<file path="src/rtl/exmem_if.sv">
// ID/EX -> EX/MEM bundle: decoded control and operands in, latched EX results out.
// master drives the ID/EX side, slave is the execute stage.
interface exmem_if #(parameter int XLEN = 64);
  logic            idex_valid;
  logic [31:0]     idex_IC;
  logic [XLEN-1:0] idex_PC;
  logic [XLEN-1:0] idex_rd1;
  logic [XLEN-1:0] idex_rd2;
  logic [1:0]      idex_aluop;
  logic            idex_alusrc;
  logic            idex_isZeroBranch;
  logic            idex_isUnconBranch;
  logic            idex_memRead;
  logic            idex_memwrite;
  logic            idex_regwrite;
  logic            idex_mem2reg;

  logic            exmem_valid;
  logic [XLEN-1:0] exmem_alu_result;
  logic            exmem_zero;
  logic [XLEN-1:0] exmem_branch_target;
  logic            exmem_pc_src;
  logic [XLEN-1:0] exmem_write_data;
  logic [4:0]      exmem_rd;
  logic            exmem_memRead;
  logic            exmem_memwrite;
  logic            exmem_regwrite;
  logic            exmem_mem2reg;

  modport master (
    output idex_valid, idex_IC, idex_PC, idex_rd1, idex_rd2, idex_aluop, idex_alusrc,
           idex_isZeroBranch, idex_isUnconBranch, idex_memRead, idex_memwrite,
           idex_regwrite, idex_mem2reg,
    input  exmem_valid, exmem_alu_result, exmem_zero, exmem_branch_target, exmem_pc_src,
           exmem_write_data, exmem_rd, exmem_memRead, exmem_memwrite, exmem_regwrite,
           exmem_mem2reg
  );

  modport slave (
    input  idex_valid, idex_IC, idex_PC, idex_rd1, idex_rd2, idex_aluop, idex_alusrc,
           idex_isZeroBranch, idex_isUnconBranch, idex_memRead, idex_memwrite,
           idex_regwrite, idex_mem2reg,
    output exmem_valid, exmem_alu_result, exmem_zero, exmem_branch_target, exmem_pc_src,
           exmem_write_data, exmem_rd, exmem_memRead, exmem_memwrite, exmem_regwrite,
           exmem_mem2reg
  );
endinterface

</file>
<file path="src/rtl/exmem_stage.sv">
// LEGv8 execute stage with EX/MEM register: ALU, branch target/decision,
// stall (hold) and flush (bubble), synchronous active-high reset.
module exmem_stage #(
  parameter int XLEN = 64
) (
  input  logic   CLOCK,
  input  logic   RESET,
  input  logic   stall,
  input  logic   flush,
  exmem_if.slave bus
);
  localparam logic [10:0] OP_ADD = 11'b10001011000;
  localparam logic [10:0] OP_SUB = 11'b11001011000;
  localparam logic [10:0] OP_AND = 11'b10001010000;
  localparam logic [10:0] OP_ORR = 11'b10101010000;

  typedef struct packed {
    logic            valid;
    logic [XLEN-1:0] alu_result;
    logic            zero;
    logic [XLEN-1:0] branch_target;
    logic            pc_src;
    logic [XLEN-1:0] write_data;
    logic [4:0]      rd;
    logic            mem_read;
    logic            mem_write;
    logic            reg_write;
    logic            mem2reg;
  } slot_t;

  slot_t           slot_q, slot_d, load_v;
  logic [XLEN-1:0] op_b, alu_res, br_off;
  logic            alu_ok;

  always_comb begin
    op_b = bus.idex_alusrc ? {{(XLEN-9){bus.idex_IC[20]}}, bus.idex_IC[20:12]} : bus.idex_rd2;
    alu_ok  = 1'b1;
    alu_res = '0;
    case (bus.idex_aluop)
      2'b00: alu_res = bus.idex_rd1 + op_b;
      2'b01: alu_res = op_b;
      2'b10: begin
        case (bus.idex_IC[31:21])
          OP_ADD:  alu_res = bus.idex_rd1 + op_b;
          OP_SUB:  alu_res = bus.idex_rd1 - op_b;
          OP_AND:  alu_res = bus.idex_rd1 & op_b;
          OP_ORR:  alu_res = bus.idex_rd1 | op_b;
          default: alu_ok  = 1'b0;
        endcase
      end
      default: alu_ok = 1'b0;
    endcase
  end

  always_comb begin
    br_off = bus.idex_isUnconBranch ? {{(XLEN-26){bus.idex_IC[25]}}, bus.idex_IC[25:0]}
                                    : {{(XLEN-19){bus.idex_IC[23]}}, bus.idex_IC[23:5]};
    load_v               = '0;
    load_v.valid         = 1'b1;
    load_v.alu_result    = alu_res;
    load_v.zero          = (alu_res == '0);
    load_v.branch_target = bus.idex_PC + (br_off << 2);
    load_v.pc_src        = bus.idex_isUnconBranch |
                           (bus.idex_isZeroBranch & (bus.idex_rd2 == '0));
    load_v.write_data    = bus.idex_rd2;
    load_v.rd            = bus.idex_IC[4:0];
    load_v.mem_read      = bus.idex_memRead;
    load_v.mem_write     = bus.idex_memwrite;
    load_v.reg_write     = bus.idex_regwrite;
    // if() on an unknown falls to the else arm, so a don't-care mem2reg latches as 0
    if (bus.idex_mem2reg) load_v.mem2reg = 1'b1;
    else                  load_v.mem2reg = 1'b0;
  end

  always_comb begin
    slot_d = slot_q;
    if (flush)
      slot_d = '0;
    else if (!stall)
      slot_d = (bus.idex_valid && alu_ok) ? load_v : '0;
  end

  always_ff @(posedge CLOCK) begin
    if (RESET) slot_q <= '0;
    else       slot_q <= slot_d;
  end

  assign bus.exmem_valid         = slot_q.valid;
  assign bus.exmem_alu_result    = slot_q.alu_result;
  assign bus.exmem_zero          = slot_q.zero;
  assign bus.exmem_branch_target = slot_q.branch_target;
  assign bus.exmem_pc_src        = slot_q.pc_src;
  assign bus.exmem_write_data    = slot_q.write_data;
  assign bus.exmem_rd            = slot_q.rd;
  assign bus.exmem_memRead       = slot_q.mem_read;
  assign bus.exmem_memwrite      = slot_q.mem_write;
  assign bus.exmem_regwrite      = slot_q.reg_write;
  assign bus.exmem_mem2reg       = slot_q.mem2reg;
endmodule

</file>
<file path="src/flat_wrapper.sv">
// flat-port wrapper written by rule: the top's interface ports become plain ports
module exmem_stage_flat 
#(
  parameter int XLEN = 64
)
  (CLOCK, RESET, stall, flush, bus_idex_valid, bus_idex_IC, bus_idex_PC, bus_idex_rd1, bus_idex_rd2, bus_idex_aluop, bus_idex_alusrc, bus_idex_isZeroBranch, bus_idex_isUnconBranch, bus_idex_memRead, bus_idex_memwrite, bus_idex_regwrite, bus_idex_mem2reg, bus_exmem_valid, bus_exmem_alu_result, bus_exmem_zero, bus_exmem_branch_target, bus_exmem_pc_src, bus_exmem_write_data, bus_exmem_rd, bus_exmem_memRead, bus_exmem_memwrite, bus_exmem_regwrite, bus_exmem_mem2reg);
  exmem_if #(.XLEN(XLEN)) bus_i ();
  input  logic CLOCK;
  input  logic RESET;
  input  logic stall;
  input  logic flush;
  input wire logic [$bits(bus_i.idex_valid)-1:0] bus_idex_valid;
  input wire logic [$bits(bus_i.idex_IC)-1:0] bus_idex_IC;
  input wire logic [$bits(bus_i.idex_PC)-1:0] bus_idex_PC;
  input wire logic [$bits(bus_i.idex_rd1)-1:0] bus_idex_rd1;
  input wire logic [$bits(bus_i.idex_rd2)-1:0] bus_idex_rd2;
  input wire logic [$bits(bus_i.idex_aluop)-1:0] bus_idex_aluop;
  input wire logic [$bits(bus_i.idex_alusrc)-1:0] bus_idex_alusrc;
  input wire logic [$bits(bus_i.idex_isZeroBranch)-1:0] bus_idex_isZeroBranch;
  input wire logic [$bits(bus_i.idex_isUnconBranch)-1:0] bus_idex_isUnconBranch;
  input wire logic [$bits(bus_i.idex_memRead)-1:0] bus_idex_memRead;
  input wire logic [$bits(bus_i.idex_memwrite)-1:0] bus_idex_memwrite;
  input wire logic [$bits(bus_i.idex_regwrite)-1:0] bus_idex_regwrite;
  input wire logic [$bits(bus_i.idex_mem2reg)-1:0] bus_idex_mem2reg;
  output wire logic [$bits(bus_i.exmem_valid)-1:0] bus_exmem_valid;
  output wire logic [$bits(bus_i.exmem_alu_result)-1:0] bus_exmem_alu_result;
  output wire logic [$bits(bus_i.exmem_zero)-1:0] bus_exmem_zero;
  output wire logic [$bits(bus_i.exmem_branch_target)-1:0] bus_exmem_branch_target;
  output wire logic [$bits(bus_i.exmem_pc_src)-1:0] bus_exmem_pc_src;
  output wire logic [$bits(bus_i.exmem_write_data)-1:0] bus_exmem_write_data;
  output wire logic [$bits(bus_i.exmem_rd)-1:0] bus_exmem_rd;
  output wire logic [$bits(bus_i.exmem_memRead)-1:0] bus_exmem_memRead;
  output wire logic [$bits(bus_i.exmem_memwrite)-1:0] bus_exmem_memwrite;
  output wire logic [$bits(bus_i.exmem_regwrite)-1:0] bus_exmem_regwrite;
  output wire logic [$bits(bus_i.exmem_mem2reg)-1:0] bus_exmem_mem2reg;
  assign bus_i.idex_valid = bus_idex_valid;
  assign bus_i.idex_IC = bus_idex_IC;
  assign bus_i.idex_PC = bus_idex_PC;
  assign bus_i.idex_rd1 = bus_idex_rd1;
  assign bus_i.idex_rd2 = bus_idex_rd2;
  assign bus_i.idex_aluop = bus_idex_aluop;
  assign bus_i.idex_alusrc = bus_idex_alusrc;
  assign bus_i.idex_isZeroBranch = bus_idex_isZeroBranch;
  assign bus_i.idex_isUnconBranch = bus_idex_isUnconBranch;
  assign bus_i.idex_memRead = bus_idex_memRead;
  assign bus_i.idex_memwrite = bus_idex_memwrite;
  assign bus_i.idex_regwrite = bus_idex_regwrite;
  assign bus_i.idex_mem2reg = bus_idex_mem2reg;
  assign bus_exmem_valid = bus_i.exmem_valid;
  assign bus_exmem_alu_result = bus_i.exmem_alu_result;
  assign bus_exmem_zero = bus_i.exmem_zero;
  assign bus_exmem_branch_target = bus_i.exmem_branch_target;
  assign bus_exmem_pc_src = bus_i.exmem_pc_src;
  assign bus_exmem_write_data = bus_i.exmem_write_data;
  assign bus_exmem_rd = bus_i.exmem_rd;
  assign bus_exmem_memRead = bus_i.exmem_memRead;
  assign bus_exmem_memwrite = bus_i.exmem_memwrite;
  assign bus_exmem_regwrite = bus_i.exmem_regwrite;
  assign bus_exmem_mem2reg = bus_i.exmem_mem2reg;
  exmem_stage #(.XLEN(XLEN)) u_core (.CLOCK(CLOCK), .RESET(RESET), .stall(stall), .flush(flush), .bus(bus_i));
endmodule
</file>
<file path="config.mk">
export PLATFORM = sky130hd
export DESIGN_NAME = exmem_stage_flat
export DESIGN_NICKNAME = d
export VERILOG_FILES = /design/src/rtl/exmem_if.sv /design/src/rtl/exmem_stage.sv /design/src/flat_wrapper.sv
export SDC_FILE = /design/constraint.sdc
export NUM_CORES = 1
export LEC_CHECK = 0
export CORE_AREA = 2 2 261 263
export DETAILED_ROUTE_END_ITERATION = 10
export DIE_AREA = 0 0 263 265
export PLACE_DENSITY = 0.67
export SLEW_MARGIN = 15
export SYNTH_ARGS = -nofsm -noshare
export SYNTH_HDL_FRONTEND = slang
export SYNTH_SLANG_ARGS = --single-unit
</file>
<file path="constraint.sdc">
create_clock -name CLOCK -period 15.4 [get_ports CLOCK]
set_input_delay 3.08 -clock CLOCK [delete_from_list [all_inputs] [get_ports CLOCK]]
set_output_delay 3.08 -clock CLOCK [all_outputs]
set_load 0.02 [all_outputs]
</file>
==> results summary <==
The flow ran to the end, and the final reports show no timing, DRC or antenna violations. STA classifies the critical path endpoint as a flop. The pin count of the biggest net entering global routing came out at 82.

The nature of the critical path startpoint is an input port. The area added between synthesis and finish is 24.3%. The number of clock buffers added by TritonCTS is 26. In this run the most used layer during global routing was met2. The final routed wire length divided by cell count came out at 28.0 um. The utilization after layout came out at 0.455.

The worst min-delay path class is flop to flop. Counting distinct cell types in the post-synthesis netlist gives 96. The number of max-capacitance violations reported is 0. Setup repair after global routing left no endpoint under its margin. For this run, the leading register cell type out of synthesis is sky130_fd_sc_hd__dfxtp_1. After routing, the total negative slack on setup checks comes to 0 ps. The global-route wire length before repair is 186000 um.

After clock tree synthesis, the repair step resized 0 gates. Walking the worst path, the cells encountered are clkdlybuf4s50_1 > and2_4 > a21oi_1 > ha_1 > nor2b_1 > a2111oi_0 > nand4_1 > o21ai_1 > mux2i_1 > o221ai_1 > nor4_1 > nand4_1 > nor4_1 > nand4_1 > nor4_1 > nand4_1 > nand2_1. Counting the fill cells in the layout gives 6885.

The largest stage delay on the critical path came out at 810 ps. The share of total power in the clock network came out at 0.293. The portion of total power attributed to combinational logic came out at 0.468. The clock period could shrink to 9550 ps. The insertion delay of the later-clocked pin in the worst-skew pair is 560 ps. The sequential share of power is 0.239. In the final design database the tool counted 4231 nets. The data arrival time of the critical path is 10070 ps. In the finished design, the share of the clock period the worst path needs comes to 0.620.

Summed over all instances, the cell type with the most area after synthesis is sky130_fd_sc_hd__dfxtp_1. For this configuration, the core starts out at a cell density of 0.366. Among all stages on the critical path, the largest delay is contributed by sky130_fd_sc_hd__and2_4.

STA puts the critical path data required time at 15920 ps. The root buffer cell chosen for the clock tree is sky130_fd_sc_hd__clkbuf_16. CTS built an H-tree with a depth of 1.

The share of synthesized area in the top cell type comes to 0.167. The global-route track usage on met2 is 0.570. The core region area came out at 0.0668 mm^2. The number of pins with negative max-slew slack in the final report came out at 0. By area the synthesized netlist is led by sky130_fd_sc_hd__dfxtp_1 (17%), sky130_fd_sc_hd__ha_1 (15%), sky130_fd_sc_hd__a21oi_1 (6.7%), sky130_fd_sc_hd__nor2_1 (5.7%), sky130_fd_sc_hd__a22oi_1 (5.2%). The post-DP HPWL came out at 101000 um. The initial antenna violation count is 14. In this run the tool buffered the top-level ports with 441 buffer cells.

Counting stages on the worst path, the most repeated cell is sky130_fd_sc_hd__nand4_1. Post-CTS timing repair inserted 0 buffers for setup. The proportion of total power due to net switching came out at 0.420.

Setup violations remaining at the end of the flow were counted as 0. The number of ports placed on the die boundary is 442. After the first detailed-routing iteration, the DRC count stood at 3334. The routing usage on met3 is 0.0723. The count of standard-cell rows is 95.

The met1 track demand over resource is 0.443. The power density of the placed cells came out at 74.3 mW/mm^2. TritonCTS built the clock tree.

The clock input transition at the sequential cells of the worst setup and hold paths is 70 ps. The netlist area before placement is 0.0244 mm^2. In this run the power spent charging and discharging nets is 947 uW.

The async set-or-reset flop fraction in the synthesized netlist came out at 0. The final hold violation count is 0. The chip height is 265 um. The detailed-router iteration count before antenna repair is 6. The die outline area came out at 0.0697 mm^2.

The detailed-route via count came out at 28693. The routed wire length is 129000 um. After synthesis the netlist holds a flip-flop and latch count of 204. The maximum fanout along the worst path is 56. At the end of routability-driven placement, the weighted congestion stood at 1.02. The number of nets in the synthesized netlist is 3933. The cell internal power dissipation came out at 1310 uW.

The number of global-route vias before repair is 27442. Headroom to the max-slew limit came out at 0.188. The width of the chip is 263 um. The fraction of final layout cells sized beyond drive strength 1 is 0.0420.

The share of synthesized area occupied by flip-flops and latches is 0.167. At the pin with the least slew margin, the transition time is 1190 ps. The leakage component of the power is 0.0123 uW. The number of buffers inserted for hold repair after clock tree synthesis is 0. In this run, synthesis inferred 0 flip-flops with an integrated enable. The vias per cell came out at 6.25. The clock net in this run drives a total of 204 sinks. For this run, design rule violations remaining after detail routing come to 0.

Across the VDD grid, the largest voltage drop is 76.8 uV. The mean area per synthesized cell came out at 7.19 um^2. The number of routed nets with antenna violations came out at 0. The upper clock frequency limit is 105 MHz.

Counting along the longest clock path gives a buffer depth of 3. The slack of the worst reg-to-reg path is 14480 ps. The path type of the worst setup path is input port to flop. Summed over all layers, the global routing overflow is 0.

Synthesis produced a netlist whose cell count is 3399. For this run, the total global-route usage over all layers was measured as 0.352. The number of warnings issued by yosys is 0. On the final layout, the worst clock skew is 0 ps.
[cells by family (layout without fill, tap and decap cells)]
logic type                 count (synthesis)  after routing  share of synthesized area
AOI/OAI and AO/OA                       1216           1216                      0.332
and+or+nand+nor                         1110           1110                      0.222
buffers and inverters                    409            723                     0.0635
adders and majority gates                296            296                      0.152
DFF                                      204            204                      0.167
xor gates and xnor gates                 109            109                     0.0391
muxes                                     55             55                     0.0238
other                                      0              8                          0
[per-stage QoR]
| step | cells | hold slack, ps | total power, uW | area, um^2 | worst slack, ps |
|---|---|---|---|---|---|
| 2_1_floorplan | 3399 | 516 | 1210 | 24400 | 7140 |
| 3_3_place_gp | 4542 | 434 | 1580 | 29500 | 5800 |
| 3_5_place_dp | 4542 | 438 | 1570 | 29500 | 5570 |
| 4_1_cts | 4586 | 455 | 2230 | 30400 | 6160 |
| 5_1_grt | 4591 | 476 | 2350 | 30400 | 5390 |
| 6_report | 4594 | 452 | 2260 | 30400 | 5850 |
[worst paths after layout]
path,start,end,cells past startpoint
worst min register to register,u_core.bus.exmem_branch_target[48],u_core.bus.exmem_branch_target[48],2
worst min-delay path,u_core.bus.exmem_branch_target[48],u_core.bus.exmem_branch_target[48],2
worst max-delay path,bus_idex_alusrc,u_core.bus.exmem_zero,17
worst max register to register,u_core.bus.exmem_alu_result[29],u_core.bus.exmem_alu_result[29],2
[Yosys cell counts, types with 25 or more instances]
library cell / count
sky130_fd_sc_hd__nor2b_1: 40
sky130_fd_sc_hd__nor4_1: 45
sky130_fd_sc_hd__mux2i_1: 30
sky130_fd_sc_hd__nor2_1: 372
sky130_fd_sc_hd__inv_1: 201
sky130_fd_sc_hd__clkbuf_1: 185
sky130_fd_sc_hd__a22oi_1: 169
sky130_fd_sc_hd__dfxtp_1: 204
sky130_fd_sc_hd__xor2_1: 44
sky130_fd_sc_hd__and2_1: 25
sky130_fd_sc_hd__a211oi_1: 29
sky130_fd_sc_hd__nand3_1: 68
sky130_fd_sc_hd__nor3_1: 79
sky130_fd_sc_hd__o21a_1: 39
sky130_fd_sc_hd__o21ai_0: 184
sky130_fd_sc_hd__nand4_1: 50
sky130_fd_sc_hd__o21bai_1: 31
sky130_fd_sc_hd__mux2_2: 25
sky130_fd_sc_hd__xnor2_1: 65
sky130_fd_sc_hd__a21oi_1: 325
sky130_fd_sc_hd__o221ai_1: 28
sky130_fd_sc_hd__o22ai_1: 35
sky130_fd_sc_hd__a21o_1: 107
sky130_fd_sc_hd__nand2_1: 241
sky130_fd_sc_hd__o211ai_1: 32
sky130_fd_sc_hd__ha_1: 293
sky130_fd_sc_hd__nand2b_1: 42
[power by group through the flow]
stage	logic (uW)	registers (uW)	clock network, uW
final	1060	540	661
after global routing	1130	541	687
after CTS	1020	540	670
after detailed placement	1020	551	0
after global placement	1020	551	0
after floorplan	652	560	0
[routing by layer]
layer,up-vias,wire (um)
met4,16,7690
met2,1606,57200
li1,13093,-
met1,13624,51300
met5,-,121
met3,354,12400
[sequential cells by signal (all words and copies together) (netlist names)]
name and cells:
u_core.bus.exmem_alu_result 64, u_core.bus.exmem_memwrite 1, u_core.bus.exmem_mem2reg 1, u_core.bus.exmem_rd 5, u_core.bus.exmem_write_data 64, u_core.bus.exmem_valid 1, u_core.bus.exmem_memRead 1, u_core.bus.exmem_branch_target 64
u_core.bus.exmem_zero 1, u_core.bus.exmem_regwrite 1, u_core.bus.exmem_pc_src 1
[area by class of cell]
type / count / area, um^2 / area share
inverter: 202 / 758 / 0.0250
clock buffer: 34 / 752 / 0.0247
tap: 873 / 1090 / 0.0359
clock inverter: 10 / 143 / 0.00469
timing repair buffer: 477 / 4680 / 0.154
antenna: 8 / 20.0 / 0.000659
sequential: 204 / 4080 / 0.134
multi-input combinational: 2786 / 18900 / 0.621
[worst max-delay path: cells and delay by family]
| kind | cells | cell delay (ps) |
|---|---|---|
| AOI/OAI and AO/OA | 4 | 1610 |
| adders and majority gates | 1 | 670 |
| buffers and inverters | 1 | 790 |
| muxes | 1 | 230 |
| and+or+nand+nor | 10 | 3600 |
[cells in the final DEF, fill, tap and decap left out, types with 107 or more instances in the layout]
cell                              synthesis  final
sky130_fd_sc_hd__clkdlybuf4s50_1          0    439
sky130_fd_sc_hd__nor2_1                 372    370
sky130_fd_sc_hd__a21oi_1                325    325
sky130_fd_sc_hd__ha_1                   293    293
sky130_fd_sc_hd__nand2_1                241    240
sky130_fd_sc_hd__dfxtp_1                204    204
sky130_fd_sc_hd__inv_1                  201    200
sky130_fd_sc_hd__o21ai_0                184    184
sky130_fd_sc_hd__a22oi_1                169    169
sky130_fd_sc_hd__a21o_1                 107    107
Note: power is estimated with default switching activity, not from simulation.
